--- config.mk ---
export PLATFORM = sky130hd
export DESIGN_NAME = wt_mem_req_arbiter
export DESIGN_NICKNAME = d
export VERILOG_FILES = /design/src/rtl/wt_mem_req_arbiter.sv
export SDC_FILE = /design/constraint.sdc
export NUM_CORES = 1
export LEC_CHECK = 0
export BUFFER_PORTS_ARGS = -buffer_cell sky130_fd_sc_hd__buf_4
export CORE_AREA = 2 2 261 263
export CTS_CLUSTER_DIAMETER = 200
export DETAILED_ROUTE_END_ITERATION = 10
export DIE_AREA = 0 0 263 265
export SLEW_MARGIN = 20
export SYNTH_ARGS = -nofsm -noshare
export SYNTH_HDL_FRONTEND = slang
export SYNTH_SLANG_ARGS = --single-unit
--- constraint.sdc ---
create_clock -name clk_i -period 7.95 [get_ports clk_i]
set_input_delay 0.3975 -clock clk_i [delete_from_list [all_inputs] [get_ports clk_i]]
set_output_delay 0.3975 -clock clk_i [all_outputs]
set_load 0.005 [all_outputs]
--- src/rtl/wt_mem_req_arbiter.sv ---
// ---------------------------------------------------------------------------
// wt_mem_req_arbiter
// Round-robin arbiter that funnels memory requests from NumClients caches
// onto one downstream request channel and routes returns back to their
// source. Each client has a credit counter that limits its outstanding
// reads to MaxOutstanding. Writes do not consume credit.
//
// Ports
//   clk_i, rst_i          clock, asynchronous active-high reset
//   clear_i               synchronous flush of FSM, credits and RR pointer
//   stall_i               inhibits new grants (an in-flight one completes)
//   req_i / ack_o         per-client request, one-cycle acknowledge
//   addr_i, wdata_i,      per-client payload, flattened (client c at
//   txid_i, we_i          slice [c*W +: W])
//   mem_req_o/mem_ack_i   downstream handshake
//   mem_*_o               registered payload of the granted client
//   rtrn_*_i              downstream return, tagged with source client
//   rtrn_*_o              return routed to its client, one cycle later
//   busy_o                a transfer or any read is outstanding
//   err_o                 one-cycle pulse for a dropped (illegal) return
// ---------------------------------------------------------------------------
module wt_mem_req_arbiter #(
  parameter int NumClients     = 3,
  parameter int AddrWidth      = 64,
  parameter int DataWidth      = 64,
  parameter int TxIdWidth      = 2,
  parameter int MaxOutstanding = 4
) (
  input  logic                            clk_i,
  input  logic                            rst_i,
  input  logic                            clear_i,
  input  logic                            stall_i,
  input  logic [NumClients-1:0]           req_i,
  output logic [NumClients-1:0]           ack_o,
  input  logic [NumClients*AddrWidth-1:0] addr_i,
  input  logic [NumClients*DataWidth-1:0] wdata_i,
  input  logic [NumClients*TxIdWidth-1:0] txid_i,
  input  logic [NumClients-1:0]           we_i,
  output logic                            mem_req_o,
  input  logic                            mem_ack_i,
  output logic [AddrWidth-1:0]            mem_addr_o,
  output logic [DataWidth-1:0]            mem_wdata_o,
  output logic                            mem_we_o,
  output logic [TxIdWidth-1:0]            mem_txid_o,
  output logic [$clog2(NumClients)-1:0]   mem_src_o,
  input  logic                            rtrn_vld_i,
  input  logic [$clog2(NumClients)-1:0]   rtrn_src_i,
  input  logic [TxIdWidth-1:0]            rtrn_txid_i,
  input  logic [DataWidth-1:0]            rtrn_data_i,
  output logic [NumClients-1:0]           rtrn_vld_o,
  output logic [TxIdWidth-1:0]            rtrn_txid_o,
  output logic [DataWidth-1:0]            rtrn_data_o,
  output logic                            busy_o,
  output logic                            err_o
);

  localparam int SrcW = $clog2(NumClients);
  localparam int CntW = $clog2(MaxOutstanding + 1);

  typedef enum logic {IDLE = 1'b0, WAIT_ACK = 1'b1} state_e;

  state_e                         state_q, state_d;
  logic [SrcW-1:0]                src_q, src_d;
  logic [SrcW-1:0]                rr_q, rr_d;
  logic [AddrWidth-1:0]           addr_q, addr_d;
  logic [DataWidth-1:0]           wdata_q, wdata_d;
  logic                           we_q, we_d;
  logic [TxIdWidth-1:0]           txid_q, txid_d;
  logic [NumClients-1:0][CntW-1:0] cnt_q, cnt_d;
  logic [NumClients-1:0]          rvld_q, rvld_d;
  logic [TxIdWidth-1:0]           rtxid_q, rtxid_d;
  logic [DataWidth-1:0]           rdata_q, rdata_d;
  logic                           err_q, err_d;

  logic                           found;
  logic [SrcW-1:0]                win;
  logic [SrcW-1:0]                cidx;
  int                             idx;
  logic                           rtrn_ok;
  logic                           inc, dec;

  // Round-robin search: scan from rr_q upward with wrap, first eligible wins.
  always_comb begin
    found = 1'b0;
    win   = '0;
    idx   = 0;
    cidx  = '0;
    for (int k = 0; k < NumClients; k++) begin
      idx = int'(rr_q) + k;
      if (idx >= NumClients) idx = idx - NumClients;
      cidx = SrcW'(idx);
      if (!found && req_i[cidx] && (cnt_q[cidx] < CntW'(MaxOutstanding))) begin
        found = 1'b1;
        win   = cidx;
      end
    end
  end

  always_comb begin
    state_d = state_q;
    src_d   = src_q;
    rr_d    = rr_q;
    addr_d  = addr_q;
    wdata_d = wdata_q;
    we_d    = we_q;
    txid_d  = txid_q;
    cnt_d   = cnt_q;
    rvld_d  = '0;
    rtxid_d = rtxid_q;
    rdata_d = rdata_q;
    err_d   = 1'b0;
    ack_o   = '0;
    rtrn_ok = 1'b0;
    inc     = 1'b0;
    dec     = 1'b0;

    case (state_q)
      IDLE: begin
        if (found && !stall_i) begin
          state_d = WAIT_ACK;
          src_d   = win;
          addr_d  = addr_i[int'(win)*AddrWidth +: AddrWidth];
          wdata_d = wdata_i[int'(win)*DataWidth +: DataWidth];
          txid_d  = txid_i[int'(win)*TxIdWidth +: TxIdWidth];
          we_d    = we_i[win];
          rr_d    = (win == SrcW'(NumClients - 1)) ? '0 : win + SrcW'(1);
        end
      end
      WAIT_ACK: begin
        if (mem_ack_i) begin
          state_d      = IDLE;
          ack_o[src_q] = 1'b1;
        end
      end
      default: state_d = IDLE;
    endcase

    // A return is legal only for an existing client that has a read pending;
    // an out-of-range source never matches any client index.
    for (int c = 0; c < NumClients; c++) begin
      if (rtrn_vld_i && (rtrn_src_i == SrcW'(c)) && (cnt_q[c] != '0)) begin
        rtrn_ok   = 1'b1;
        rvld_d[c] = 1'b1;
      end
    end
    if (rtrn_ok) begin
      rtxid_d = rtrn_txid_i;
      rdata_d = rtrn_data_i;
    end
    err_d = rtrn_vld_i && !rtrn_ok;

    for (int c = 0; c < NumClients; c++) begin
      inc = ack_o[c] && !we_q;
      dec = rvld_d[c];
      if (inc && !dec) cnt_d[c] = cnt_q[c] + CntW'(1);
      else if (dec && !inc) cnt_d[c] = cnt_q[c] - CntW'(1);
    end

    // Flush wins over grant, ack and return.
    if (clear_i) begin
      state_d = IDLE;
      rr_d    = '0;
      cnt_d   = '0;
      ack_o   = '0;
      rvld_d  = '0;
      err_d   = 1'b0;
    end
  end

  always_ff @(posedge clk_i or posedge rst_i) begin
    if (rst_i) begin
      state_q <= IDLE;
      src_q   <= '0;
      rr_q    <= '0;
      addr_q  <= '0;
      wdata_q <= '0;
      we_q    <= 1'b0;
      txid_q  <= '0;
      cnt_q   <= '0;
      rvld_q  <= '0;
      rtxid_q <= '0;
      rdata_q <= '0;
      err_q   <= 1'b0;
    end else begin
      state_q <= state_d;
      src_q   <= src_d;
      rr_q    <= rr_d;
      addr_q  <= addr_d;
      wdata_q <= wdata_d;
      we_q    <= we_d;
      txid_q  <= txid_d;
      cnt_q   <= cnt_d;
      rvld_q  <= rvld_d;
      rtxid_q <= rtxid_d;
      rdata_q <= rdata_d;
      err_q   <= err_d;
    end
  end

  assign mem_req_o   = (state_q == WAIT_ACK);
  assign mem_addr_o  = addr_q;
  assign mem_wdata_o = wdata_q;
  assign mem_we_o    = we_q;
  assign mem_txid_o  = txid_q;
  assign mem_src_o   = src_q;
  assign rtrn_vld_o  = rvld_q;
  assign rtrn_txid_o = rtxid_q;
  assign rtrn_data_o = rdata_q;
  assign err_o       = err_q;
  assign busy_o      = (state_q == WAIT_ACK) || (|cnt_q);

endmodule
# After elaboration in Yosys (flattened, before gate mapping)
# Cells that the tools add are included.
[op_classes]
n_lt_le_gt_ge = 12
muxes = 50
n_reduce_logical = 46
addsub = 12
bitwise_logic = 1
shift = 3
eq_ne = 4
[op_table]
columns = ["operator", "n"]
rows = [
  ["192-bit by 9-bit indexed part select with 64-bit output", 2],
  ["3-bit two-way mux", 13],
  ["1-bit logical AND", 23],
  ["2-bit two-way mux", 10],
  ["3-bit binary-select mux with 2-bit select", 3],
  ["3-bit nonzero test", 6],
  ["1-bit two-way mux", 17],
  ["2-bit by 3-bit < comparator with 1-bit output, second input constant", 5],
  ["1-bit zero test", 11],
  ["3-bit by 1-bit adder with 3-bit output, second input constant", 3],
  ["3-bit < comparator, second input constant", 3],
  ["9-bit two-way mux", 1],
  ["9-bit OR reduction", 1],
  ["3-bit by 1-bit subtractor with 3-bit output, second input constant", 3],
  ["1-bit binary-select mux with 2-bit select", 4],
  ["3-bit by 2-bit >= comparator with 1-bit output, second input constant", 2],
  ["6-bit by 4-bit indexed part select with 2-bit output", 1],
  ["2-bit subtractor, second input constant", 3],
  ["2-bit == test, second input constant", 2],
  ["2-bit AND reduction", 2],
  ["2-bit by 1-bit adder with 3-bit output, second input constant", 1],
  ["2-bit by 2-bit adder with 3-bit output, second input constant", 1],
  ["2-bit by 1-bit adder with 2-bit output, second input constant", 1],
  ["1-bit demux with 2-bit select", 1],
  ["9 further kinds", 9],
]
[word_totals]
output_inout_bits = 208
word_cells = 142
inputBits = 470
ff_bits = 215

# Longest topological paths before layout
[depth]
ltp_word = 20
ltp_mapped = 11
mapped_depth_nobuf = 8

# Least setup slack after synthesis
# Ideal clock, no wire load.
[synth_timing]
kind = "reg2reg"
startpoint = "reg rr_q[0]"
endpoint = "reg addr_q[0], in the netlist mem_addr_o[0]"
t_arrival_ns = 2.546
path_buffers = 3
setup_slack_ns = 5.278
period_less_slack_ns = 2.672
stages_incl_launch_ff = 11
setup_time_ns = 0.126
path_cell_list = "dfrtp_1 > inv_1 > ha_1 > or4b_4 > and4_4 > and3_1 > o21ba_1 > buf_6 > buf_6 > buf_6 > a221o_1"
[synth_between]
elab_chain_len = 17
elab_cells_between_ends = 42
classes_between = "add/sub: 5; order compare: 6; shift: 1; mux: 21; reduce/logical: 9"
[synth_rtl]
columns = ["item", "line_no", "text"]
rows = [
  ["start, declared", "64", "logic [SrcW-1:0] rr_q, rr_d;"],
  ["start signal, assigned", "187", "rr_q <= rr_d;"],
  ["branches (longest 17 deep; another with 2-bit by 1-bit adder with 3-bit output)", "-", ""],
  ["end signal, assigned", "188", "addr_q <= addr_d;"],
  ["end, declared", "65", "logic [AddrWidth-1:0] addr_q, addr_d;"],
]
# Parallel ways; which one is timed is not known. The select of a mux whose other input is x is not followed.
# A chain may end at the register's enable or synchronous reset.

# Worst setup path in the final report
[layout_timing]
startpoint = "reg rr_q[0]"
endpoint = "reg addr_q[14], in the netlist mem_addr_o[14]"
# Same word-level chain as after synthesis.

==> metrics.txt <==
Crit Path Class=flop to flop; Final setup violation count=0; antenna-violating nets left=0; Mapped Avg Cell Area=approximately 13 µm²; library cells used by synthesis=54; Sink Count=approximately 220; Ys Warns=0; chip height=around 270 µm; final clock period utilization by the worst path=56.2%; Synth Register Bits=215; Detail Route met2 WL=between 20 and 25 mm; Total GRT Usage=~13%; Top FF cell, synth=dfrtp_1; Met1 Routed Length=between 15 and 20 mm; Inserted Clock Buffers=27; # rows=95; Initial Util=14.7%; Slew headroom=~29%; Resize count post-CTS=0; die area=~0.07 mm²; setup TNS=0 ns; clock slew at reported path FFs=about 0.06 ns; hpwl dp=about 36 mm; cells taking the most area after synthesis=dfrtp_1, a221o_1, a22o_1; Worst Hold Class=input port to flop; I/O Buffers=a little under 700; vias per inst=~4.3; synthesized area=0.00980 mm²; global route overflow=0; slowest library cell on the worst path=o21ba_4; critical path, cell by cell=inv_1 > ha_1 > inv_1 > a21boi_0 > o32ai_1 > o21ba_4 > buf_4 > a221o_1 > dlygate4sd3_1; Synth area leader=dfrtp_1; MaxCap Viol Count=0; DRC Markers=0; Post-Synthesis Cells=about 740; placed instance area=about 0.016 mm²; critical path launch point type=flop; Die W=roughly 260 µm; Fin Clk Skew=around 0.037 ns; PD cells=323 mW/mm²; Hold WS=between 0.04 and 0.05 ns; RSZ-0062 raised after global routing=false; vias in the first global route=10500; Fmax=224 MHz; Crit path required time=between 8 and 9 ns; vias after detailed routing=roughly 10000; Slew Viols, Final=0; Leak=8.20 nW; post-synth top area share=around 55%; GP Congestion=around 0.9; Crit path largest cell delay=approximately 0.85 ns; Least-Margin Pin Slew=roughly 1.1 ns; WL/cell=slightly above 20 µm; cell mode on critical path=inv_1; post-layout min period=~4.5 ns; 1st-iter DRT viols=roughly 670; Final Hold Fails=0; register area share after synthesis=between 50% and 60%; Core Area=about 0.067 mm²; Routed met3 length=4.23 mm; ys async rst share=100%; I/O pin total=slightly below 700; Synth-to-Final Area Change=75.1%; Detailed Routing Iterations Pass 1=5; CP Data Arrival Time=~5.0 ns; EDFF count, synth=0; top-count cell post-synth=dfrtp_1; crit path max fanout=67; share of layout cells above drive strength 1=approximately 54%; Post-Syn Nets=~1200; clock tree buffer depth=3; crit end category=flop; first-pass GRT wire length=69.1 mm; initial antenna violation count=7; largest net degree at the start of global routing=97; status=complete, no violations; worst ir drop on vdd=0.000149 V; CTS tree=built; Root Buffer=clkbuf_16; top cells by count, synth=dfrtp_1, a221o_1, a22o_1, mux2_2, clkbuf_1; Worst-Skew Late Latency=a little under 0.6 ns; top layer in use=met4; Total Power=between 0.005 and 0.006 W; H-tree lvl count=1; fin area=between 0.015 and 0.02 mm²; NumNets Final=1907; Routed WL=around 48 mm
==> routing by layer <==
layer	GRT usage (%)	vias to the layer above
met4	3.89	0
li1	-	4380
met1	14.4	4966
met5	0	-
met2	23.5	555
met3	3.93	60
==> per-stage QoR <==
step                      setup slack, ns  cells  util (%)
after global routing                 3.25   2329      25.7
after detailed placement             3.98   2225      23.5
after global placement               4.15   2225      23.5
after floorplan                      1.67    735         -
after CTS                            3.46   2325      25.7
final                                3.48   2332      25.7
==> kinds of logic after synthesis <==
family | Yosys count | synth area share, %
AND/OR/NAND/NOR | 70 | 4.37
AO/OA/AOI/OAI | 286 | 27.0
flip-flops | 215 | 54.9
XOR/XNOR | 8 | 0.715
adder cells (fa/ha/maj) | 6 | 0.996
multiplexers | 68 | 7.79
buffers and inverters | 82 | 4.20
==> critical path: cells and delay by family (launching register included) <==
kind            cells  cell delay, ns
fa+ha+maj           1            0.38
flops               1            0.40
compound gates      4            1.95
buf+inv             4            1.49
==> report_power, final <==
| group | internal [W] | switching [W] | leakage, nW |
|---|---|---|---|
| registers | 0.00159 | 0.000358 | 2.66 |
| logic | 0.00142 | 0.000900 | 5.09 |
| clock network | 0.000764 | 0.000513 | 0.445 |
==> sequential cells by signal (all words and copies together), names as in the netlist <==
signal / cells
mem_txid_o: 2
rtrn_txid_o: 2
mem_wdata_o: 64
mem_we_o: 1
cnt_q: 9
mem_addr_o: 64
mem_req_o: 1
err_o: 1
rtrn_vld_o: 3
rr_q: 2
rtrn_data_o: 64
mem_src_o: 2
==> layout by cell type (no fill, tap or decap), types with 3 or more instances in the layout <==
cell           netlist  layout
buf_4                0     687
dfrtp_1            215     215
a22o_1             131     131
a221o_1            131     131
dlygate4sd3_1        0      50
mux2_2              40      40
clkbuf_16            0      27
mux2_1              26      26
nor2_1              15      15
inv_1               12      11
clkbuf_8             0       8
clkbuf_1            39       8
diode_2              0       7
nand2_1              7       7
xnor2_1              7       7
nor3_1               6       6
nand3b_1             4       4
and2_1               4       4
a21oi_1              4       4
nor2b_1              4       4
nand2b_1             3       3
or3b_1               3       3
or3_1                3       3
a211oi_1             3       3
fa_1                 3       3
ha_1                 3       3
==> worst paths after layout <==
check | from | end | slack (ns) | cells after the start
min in group asynchronous | rst_i | rtrn_data_o[55] | 0.50 | 3
worst min-delay path | wdata_i[174] | mem_wdata_o[46] | 0.05 | 2
max in group asynchronous | rst_i | mem_addr_o[17] | 6.09 | 4
worst min register to register | rtrn_data_o[25] | rtrn_data_o[25] | 0.49 | 1
worst max register to register | rr_q[0] | mem_addr_o[14] | 3.48 | 9
worst max-delay path | rr_q[0] | mem_addr_o[14] | 3.48 | 9
==> cell type report <==
| class | instances | area (µm²) |
|---|---|---|
| flip-flops and latches | 215 | 5380 |
| fillers | 7069 | 49600 |
| well taps | 873 | 1090 |
| clock buffers | 43 | 816 |
| repair buffers | 737 | 5660 |
| diodes | 7 | 17.5 |
| multi-input cells | 438 | 4040 |
| inverters | 12 | 52.6 |
| clock inverters | 7 | 95.1 |
==> what timing repair did <==
action | CTS | global route
setup endpoints to repair | 0 | 0
hold endpoints to repair | 107 | 0
buffers inserted | 0 | 0
hold buffers | 50 | 0
Power figures use the tool's default switching activity.
